$ cat src/rtl/alu_stream_engine.sv
// Handshaked multi-cycle 256-bit ALU: operands are processed LSB-first, one SLICE per cycle,
// with a carry chain across slices. Optional macro ALU_ZERO_FLAG_EN adds the res_zero output.
module alu_stream_engine #(
  parameter int WIDTH = 256,
  parameter int SLICE = 64
) (
  input  logic             clk,
  input  logic             rst_n,
  input  logic             in_valid,
  output logic             in_ready,
  input  logic [WIDTH-1:0] op0_value,
  input  logic [WIDTH-1:0] op1_value,
  input  logic [1:0]       mode,
  output logic             out_valid,
  input  logic             out_ready,
  output logic [WIDTH-1:0] alu_out,
  output logic             carry_out
`ifdef ALU_ZERO_FLAG_EN
  ,
  output logic             res_zero
`endif
);

  localparam int NSLICE = WIDTH / SLICE;
  localparam int IDXW   = (NSLICE > 1) ? $clog2(NSLICE) : 1;

  typedef enum logic [1:0] {IDLE, CALC, DONE} state_t;
  typedef enum logic [1:0] {MODE_ADD, MODE_SUB, MODE_AND, MODE_XOR} mode_t;

  state_t            state_q, state_d;
  mode_t             mode_q;
  logic [WIDTH-1:0]  op0_q, op1_q;
  logic [IDXW-1:0]   idx_q;
  logic              carry_q;
  logic              last_slice;
  logic [SLICE-1:0]  a_s, b_s, slice_res;
  logic              slice_carry;
`ifdef ALU_ZERO_FLAG_EN
  logic              zero_q;
  assign res_zero = zero_q;
`endif

  assign in_ready   = (state_q == IDLE);
  assign out_valid  = (state_q == DONE);
  assign last_slice = (idx_q == IDXW'(NSLICE - 1));

  // One slice of the operation; sub is op0 + ~op1 with the carry chain seeded to 1.
  always_comb begin
    // NOTE: every always_comb output gets a default first so no path can infer a latch.
    a_s         = op0_q[idx_q*SLICE +: SLICE];
    b_s         = op1_q[idx_q*SLICE +: SLICE];
    slice_res   = '0;
    slice_carry = 1'b0;
    unique case (mode_q)
      MODE_ADD: {slice_carry, slice_res} = {1'b0, a_s} + {1'b0, b_s} + {{SLICE{1'b0}}, carry_q};
      MODE_SUB: {slice_carry, slice_res} = {1'b0, a_s} + {1'b0, ~b_s} + {{SLICE{1'b0}}, carry_q};
      MODE_AND: slice_res = a_s & b_s;
      MODE_XOR: slice_res = a_s ^ b_s;
    endcase
  end

  always_comb begin
    state_d = state_q;
    unique case (state_q)
      IDLE:    if (in_valid)   state_d = CALC;
      CALC:    if (last_slice) state_d = DONE;
      DONE:    if (out_ready)  state_d = IDLE;
      default: state_d = IDLE;
    endcase
  end

  // NOTE: sequential state uses non-blocking assignments so all registers update from pre-edge values.
  always_ff @(posedge clk) begin
    if (!rst_n) state_q <= IDLE;
    else        state_q <= state_d;
  end

  always_ff @(posedge clk) begin
    // NOTE: reset is synchronous; every datapath register is cleared so an aborted request leaves no trace.
    if (!rst_n) begin
      op0_q     <= '0;
      op1_q     <= '0;
      mode_q    <= MODE_ADD;
      carry_q   <= 1'b0;
      idx_q     <= '0;
      alu_out   <= '0;
      carry_out <= 1'b0;
`ifdef ALU_ZERO_FLAG_EN
      zero_q    <= 1'b0;
`endif
    end else begin
      unique case (state_q)
        IDLE: if (in_valid) begin
          op0_q   <= op0_value;
          op1_q   <= op1_value;
          mode_q  <= mode_t'(mode);
          carry_q <= (mode == 2'd1);
          idx_q   <= '0;
`ifdef ALU_ZERO_FLAG_EN
          zero_q  <= 1'b1;
`endif
        end
        CALC: begin
          alu_out[idx_q*SLICE +: SLICE] <= slice_res;
          carry_q <= slice_carry;
          idx_q   <= last_slice ? '0 : idx_q + 1'b1;
          if (last_slice) carry_out <= slice_carry;
`ifdef ALU_ZERO_FLAG_EN
          zero_q  <= zero_q & (slice_res == '0);
`endif
        end
        default: ;
      endcase
    end
  end

endmodule
$ cat config.mk
export PLATFORM = sky130hd
export DESIGN_NAME = alu_stream_engine
export DESIGN_NICKNAME = d
export VERILOG_FILES = /design/src/rtl/alu_stream_engine.sv
export SDC_FILE = /design/constraint.sdc
export NUM_CORES = 2
export LEC_CHECK = 0
export BUFFER_PORTS_ARGS = -buffer_cell sky130_fd_sc_hd__buf_2
export CAP_MARGIN = 20
export CELL_PAD_IN_SITES_DETAIL_PLACEMENT = 0
export CELL_PAD_IN_SITES_GLOBAL_PLACEMENT = 1
export CORE_MARGIN = 4
export CORE_UTILIZATION = 42
export DETAILED_ROUTE_END_ITERATION = 12
export PLACE_DENSITY = 0.84
export REMOVE_ABC_BUFFERS = 1
export SLEW_MARGIN = 5
export SYNTH_ARGS = -nofsm -noshare
export SYNTH_HDL_FRONTEND = slang
export SYNTH_SLANG_ARGS = --single-unit
$ cat constraint.sdc
create_clock -name clk -period 5.6 [get_ports clk]
set_input_delay 1.12 -clock clk [delete_from_list [all_inputs] [get_ports clk]]
set_output_delay 1.12 -clock clk [all_outputs]
set_load 0.02 [all_outputs]
==> results <==
- Of all cell types, the one taking the most synthesized area is sky130_fd_sc_hd__dfxtp_1.
- The tree is rooted in a sky130_fd_sc_hd__clkbuf_16.
- The first-pass GRT wire length is 236 mm.
- The global router's overall resource usage is 29.9%.
- The required time of the critical path is roughly 6 ns.
- IR analysis of the VDD net gives a maximum drop of 0.250 mV.
- The relative slew slack is about a quarter.
- The fraction of post-synthesis cell area in the top cell type by area is between 30% and 40%.
- The type of the setup path with the least slack is flop to flop.
- The clock input transition at the sequential cells of the worst setup and hold paths is about 0.070 ns.
- Dividing total power by cell area gives a power density of 314 nW/um2.
- The maximum fanout count along the critical path is 31.
- The layout has around 9,400 filler cells.
- The area of the core is 96,700 um2.
- TritonCTS built the clock tree.
- The transition time at the pin with the least slew margin is 1.12 ns.
- The clock network burns 37.3% of the power.
- The starting density of the core is 42.4%.
- The HPWL after detailed placement is 121 mm.
- The min-delay analysis places its worst path in the category flop to flop.
- Summing the areas of all compound-gate instances in the mapped netlist gives 24.4% of the synthesized area.
- After detailed routing, the number of vias per cell comes to ~5.7.
- The leakage power total is between 20 and 25 nW.
- In this design, the critical path's most frequently occurring cell is sky130_fd_sc_hd__a21oi_1.
- Max-cap violations in this run came to 0.
- After synthesis the netlist holds a flip-flop and latch count of 776.
- The number of nets with antenna violations after routing is 0.
- During placement, the flow inserted port buffers numbering 776.
- The minimum clock period after layout is just over 5 ns.
- The dominant cell by count in the synthesized netlist is sky130_fd_sc_hd__nand2_1.
- Buffers inserted during clock tree synthesis total 84.
- The first detailed-routing pass took 6 iterations.
- The maximum root-to-sink buffer count is 3.
- From synthesis to final layout, the design area changed by 20.1%.
- The achievable frequency is 195 MHz.
- After detailed routing, the number of remaining DRC violations is 0.
- The clock reaches the later pin of the worst-skew pair after 0.65 ns.
- The area of the die is slightly above 100,000 um2.
- Each instance of the synthesized netlist takes up on average approximately 8.3 um2.
- The netlist uses 95 different library cells.
- Summed over all layers, the routed wires come to 161 mm.
- The number of ports placed on the die boundary is 777.
- After synthesis, the largest family of logic cells by area is compound AO/OA/AOI/OAI gates.
- Of the total power, combinational logic draws between 20% and 30%.
- The synthesized netlist devotes 1.07% of its cell area to XOR and XNOR gates.
- The run finished with clean final reports.
- The die outline width is roughly 320 um.
- The endpoint class of the critical path is a flop.
- The via count of the first global-routing pass is 38,100.
- The net switching share of the total power is 32.1%.
- Setup repair after global routing left no endpoint under its margin.
- The H-tree generated during clock tree synthesis spans 3 levels.
- The data arrival time at the worst-slack endpoint is between 5 and 6 ns.
- The sequential group share of total power is 38.4%.
- The synthesized netlist devotes under 10% of its cell area to adder and majority cells.
- The initial antenna violation count came to 24.
- Measured against the total synthesized area, the mux share comes to about 8.3%.
- Ranked by instance count, the synthesized netlist is headed by sky130_fd_sc_hd__nand2_1, sky130_fd_sc_hd__dfxtp_1, sky130_fd_sc_hd__a21boi_0.
- The sequential fraction of the synthesis area is 37.9%.
- The detailed router placed 39,100 vias in this run.
- Counting flops with a built-in enable in the synthesized netlist gives 0.
- The net load switching power is 4.95 mW.
- The final global-route overflow total is 0.
- The flip-flop cell with the highest count after synthesis is sky130_fd_sc_hd__dfxtp_1.
- After synthesis, the cell types taking the most area are sky130_fd_sc_hd__dfxtp_1, sky130_fd_sc_hd__nand2_1, sky130_fd_sc_hd__a21boi_0.
- The share of synthesized flip-flops with an asynchronous set or reset is 0%.
- Routability-driven placement finished with a final weighted congestion of approximately 0.95.
- Internal power comes to 10.5 mW.
- For this block, the initial DRC count from the detailed router was 3,421.
- The mapped cell area is approximately 41,000 um2.
- The die is 320 um tall.
- The cell family with the largest share of critical-path delay is compound AO/OA/AOI/OAI gates.
- The critical path contains buffers and inverters numbering 4 combined.
- The count of final setup violators is 0.
- On the final layout, the worst clock skew is 0.0311 ns.
- The final count of pins violating max slew is 0.
- The routed wirelength normalized by instance count is 23.4 um.
- The post-synthesis instance total is 4,933.
- The signal on the critical path passes through buf_12 > buf_12 > mux4_2 > inv_1 > ha_1 > a21oi_1 > o21ai_0 > a21oi_1 > o211ai_1 > nor3_2 > nand2_1 > a311oi_2 > buf_4 > nor4_1 > a211oi_1 > a21oi_1.
- The hold buffer count at CTS is 0.
- The total number of placement rows is 114.
- Post-CTS repair changed the size of 0 cells.
- After the last flow step, the layout net total stands at roughly 6,200.
- The total negative slack is 0 ns.
- The highest cell delay on the worst timing path is ~0.64 ns.
- The core occupancy in the finished layout is 50.9%.
- The post-CTS setup repair buffer count is 0.
- The final count of hold timing violations is 0.
- The standard cell with the maximum stage delay on the critical path is sky130_fd_sc_hd__a211oi_1.
- The layout cell share with drive strength beyond 1 is 22.6%.
- The pin count of the biggest net entering global routing is 261.
- The category of the worst setup path launch point is a flop.
- The number of sinks driven by the clock tree is 776.
- Of the total synthesized cell area, the portion taken by AND, OR, NAND and NOR gates is 18.9%.
- The count of warnings emitted by yosys is 0.
- The post-route clock period utilization is 91.5%.
==> routing by layer <==
metal | vias to the layer above | global-route usage [%] | part of all wire [%]
met5 | - | 0 | 0.072
met4 | 20 | 14.1 | 5.3
met3 | 359 | 5.28 | 6.0
met2 | 1467 | 52.2 | 49
met1 | 18800 | 35.6 | 39
li1 | 18500 | - | -
==> registers in the layout, indices dropped and copies added, names as in the netlist <==
name	count
alu_out	256
carry_out	1
carry_q	1
idx_q	2
mode_q	2
op0_q	256
op1_q	256
state_q	2
==> layout make-up <==
class / count / area (um2) / area share (%)
timing repair buffer: 914 / 5150 / 10.5
tap: 1276 / 1600 / 3.25
clock buffer: 123 / 2550 / 5.19
inverter: 155 / 582 / 1.18
clock inverter: 30 / 335 / 0.682
antenna: 13 / 32.5 / 0.0661
sequential: 776 / 15500 / 31.6
multi-input combinational: 3617 / 23400 / 47.6
==> through the flow <==
step	cell area [um2]	power (mW)	hold WS, ns	instances	setup WS, ns
after floorplan	39500	8.38	0.440	4548	-4.60
after global placement	46300	9.73	0.431	6738	0.568
after detailed placement	46300	9.75	0.438	6738	0.516
after CTS	49200	15.5	0.447	6891	0.508
after global routing	49200	16.1	0.463	6902	0.138
final	49200	15.5	0.446	6904	0.473
==> tightest hold or removal path, cell delays in order, from the launching register on <==
cell	delay, ns
sky130_fd_sc_hd__dfxtp_1	0.31
sky130_fd_sc_hd__nand2_1	0.05
sky130_fd_sc_hd__o21ai_1	0.05
==> final timing paths <==
| kind | from | cells past startpoint | slack [ns] | endpoint |
|---|---|---|---|---|
| setup / recovery | idx_q[0]$_SDFFE_PN0P_ | 16 | 0.47 | carry_q$_SDFFE_PN0P_ |
| hold reg to reg | alu_out[175]$_SDFFE_PN0P_ | 2 | 0.45 | alu_out[175]$_SDFFE_PN0P_ |
| setup reg to reg | idx_q[0]$_SDFFE_PN0P_ | 16 | 0.47 | carry_q$_SDFFE_PN0P_ |
| hold / removal | alu_out[175]$_SDFFE_PN0P_ | 2 | 0.45 | alu_out[175]$_SDFFE_PN0P_ |
==> power groups by stage <==
stage               registers (mW)  logic, mW  clock network, mW
finish                        5.93       3.76               5.77
global route                  5.95       4.04               6.09
CTS                           5.93       3.72               5.87
detailed placement            6.05       3.71                  0
global placement              6.04       3.69                  0
floorplan                     6.08       2.30                  0
==> kinds of logic after synthesis <==
kind of cell | after synthesis
simple gates | 1830
fa+ha+maj | 138
compound gates | 1421
buf+inv | 540
mux | 178
xor+xnor | 50
flops | 776
==> placed cells by master, fill, tap and decap left out, types with 13 or more instances in the layout <==
cell type | Yosys | final
sky130_fd_sc_hd__nand2_1 | 1296 | 1295
sky130_fd_sc_hd__buf_2 | 30 | 775
sky130_fd_sc_hd__dfxtp_1 | 776 | 772
sky130_fd_sc_hd__a21boi_0 | 522 | 522
sky130_fd_sc_hd__a21oi_1 | 229 | 229
sky130_fd_sc_hd__o21ai_0 | 163 | 163
sky130_fd_sc_hd__nor2_1 | 162 | 160
sky130_fd_sc_hd__inv_1 | 143 | 142
sky130_fd_sc_hd__ha_1 | 134 | 134
sky130_fd_sc_hd__mux4_2 | 129 | 129
sky130_fd_sc_hd__buf_4 | 5 | 120
sky130_fd_sc_hd__nor2b_1 | 91 | 91
sky130_fd_sc_hd__a22oi_1 | 86 | 86
sky130_fd_sc_hd__clkbuf_16 | 0 | 86
sky130_fd_sc_hd__a22o_1 | 80 | 80
sky130_fd_sc_hd__o31ai_1 | 53 | 53
sky130_fd_sc_hd__nor3_1 | 54 | 52
sky130_fd_sc_hd__xnor2_1 | 48 | 48
sky130_fd_sc_hd__nor4_1 | 47 | 46
sky130_fd_sc_hd__nand4_1 | 40 | 40
sky130_fd_sc_hd__mux2i_1 | 38 | 38
sky130_fd_sc_hd__nand3_1 | 38 | 38
sky130_fd_sc_hd__o21ai_1 | 37 | 37
sky130_fd_sc_hd__and2_1 | 33 | 27
sky130_fd_sc_hd__clkbuf_8 | 0 | 26
sky130_fd_sc_hd__a21o_1 | 23 | 23
sky130_fd_sc_hd__o21bai_1 | 22 | 22
sky130_fd_sc_hd__o211ai_1 | 22 | 22
sky130_fd_sc_hd__a31oi_1 | 21 | 21
sky130_fd_sc_hd__a211oi_1 | 18 | 18
sky130_fd_sc_hd__buf_12 | 0 | 18
sky130_fd_sc_hd__nand2b_1 | 17 | 17
sky130_fd_sc_hd__o21a_1 | 16 | 16
sky130_fd_sc_hd__a221oi_1 | 15 | 15
sky130_fd_sc_hd__diode_2 | 0 | 13
sky130_fd_sc_hd__inv_2 | 12 | 13
Power figures use the tool's default switching activity.
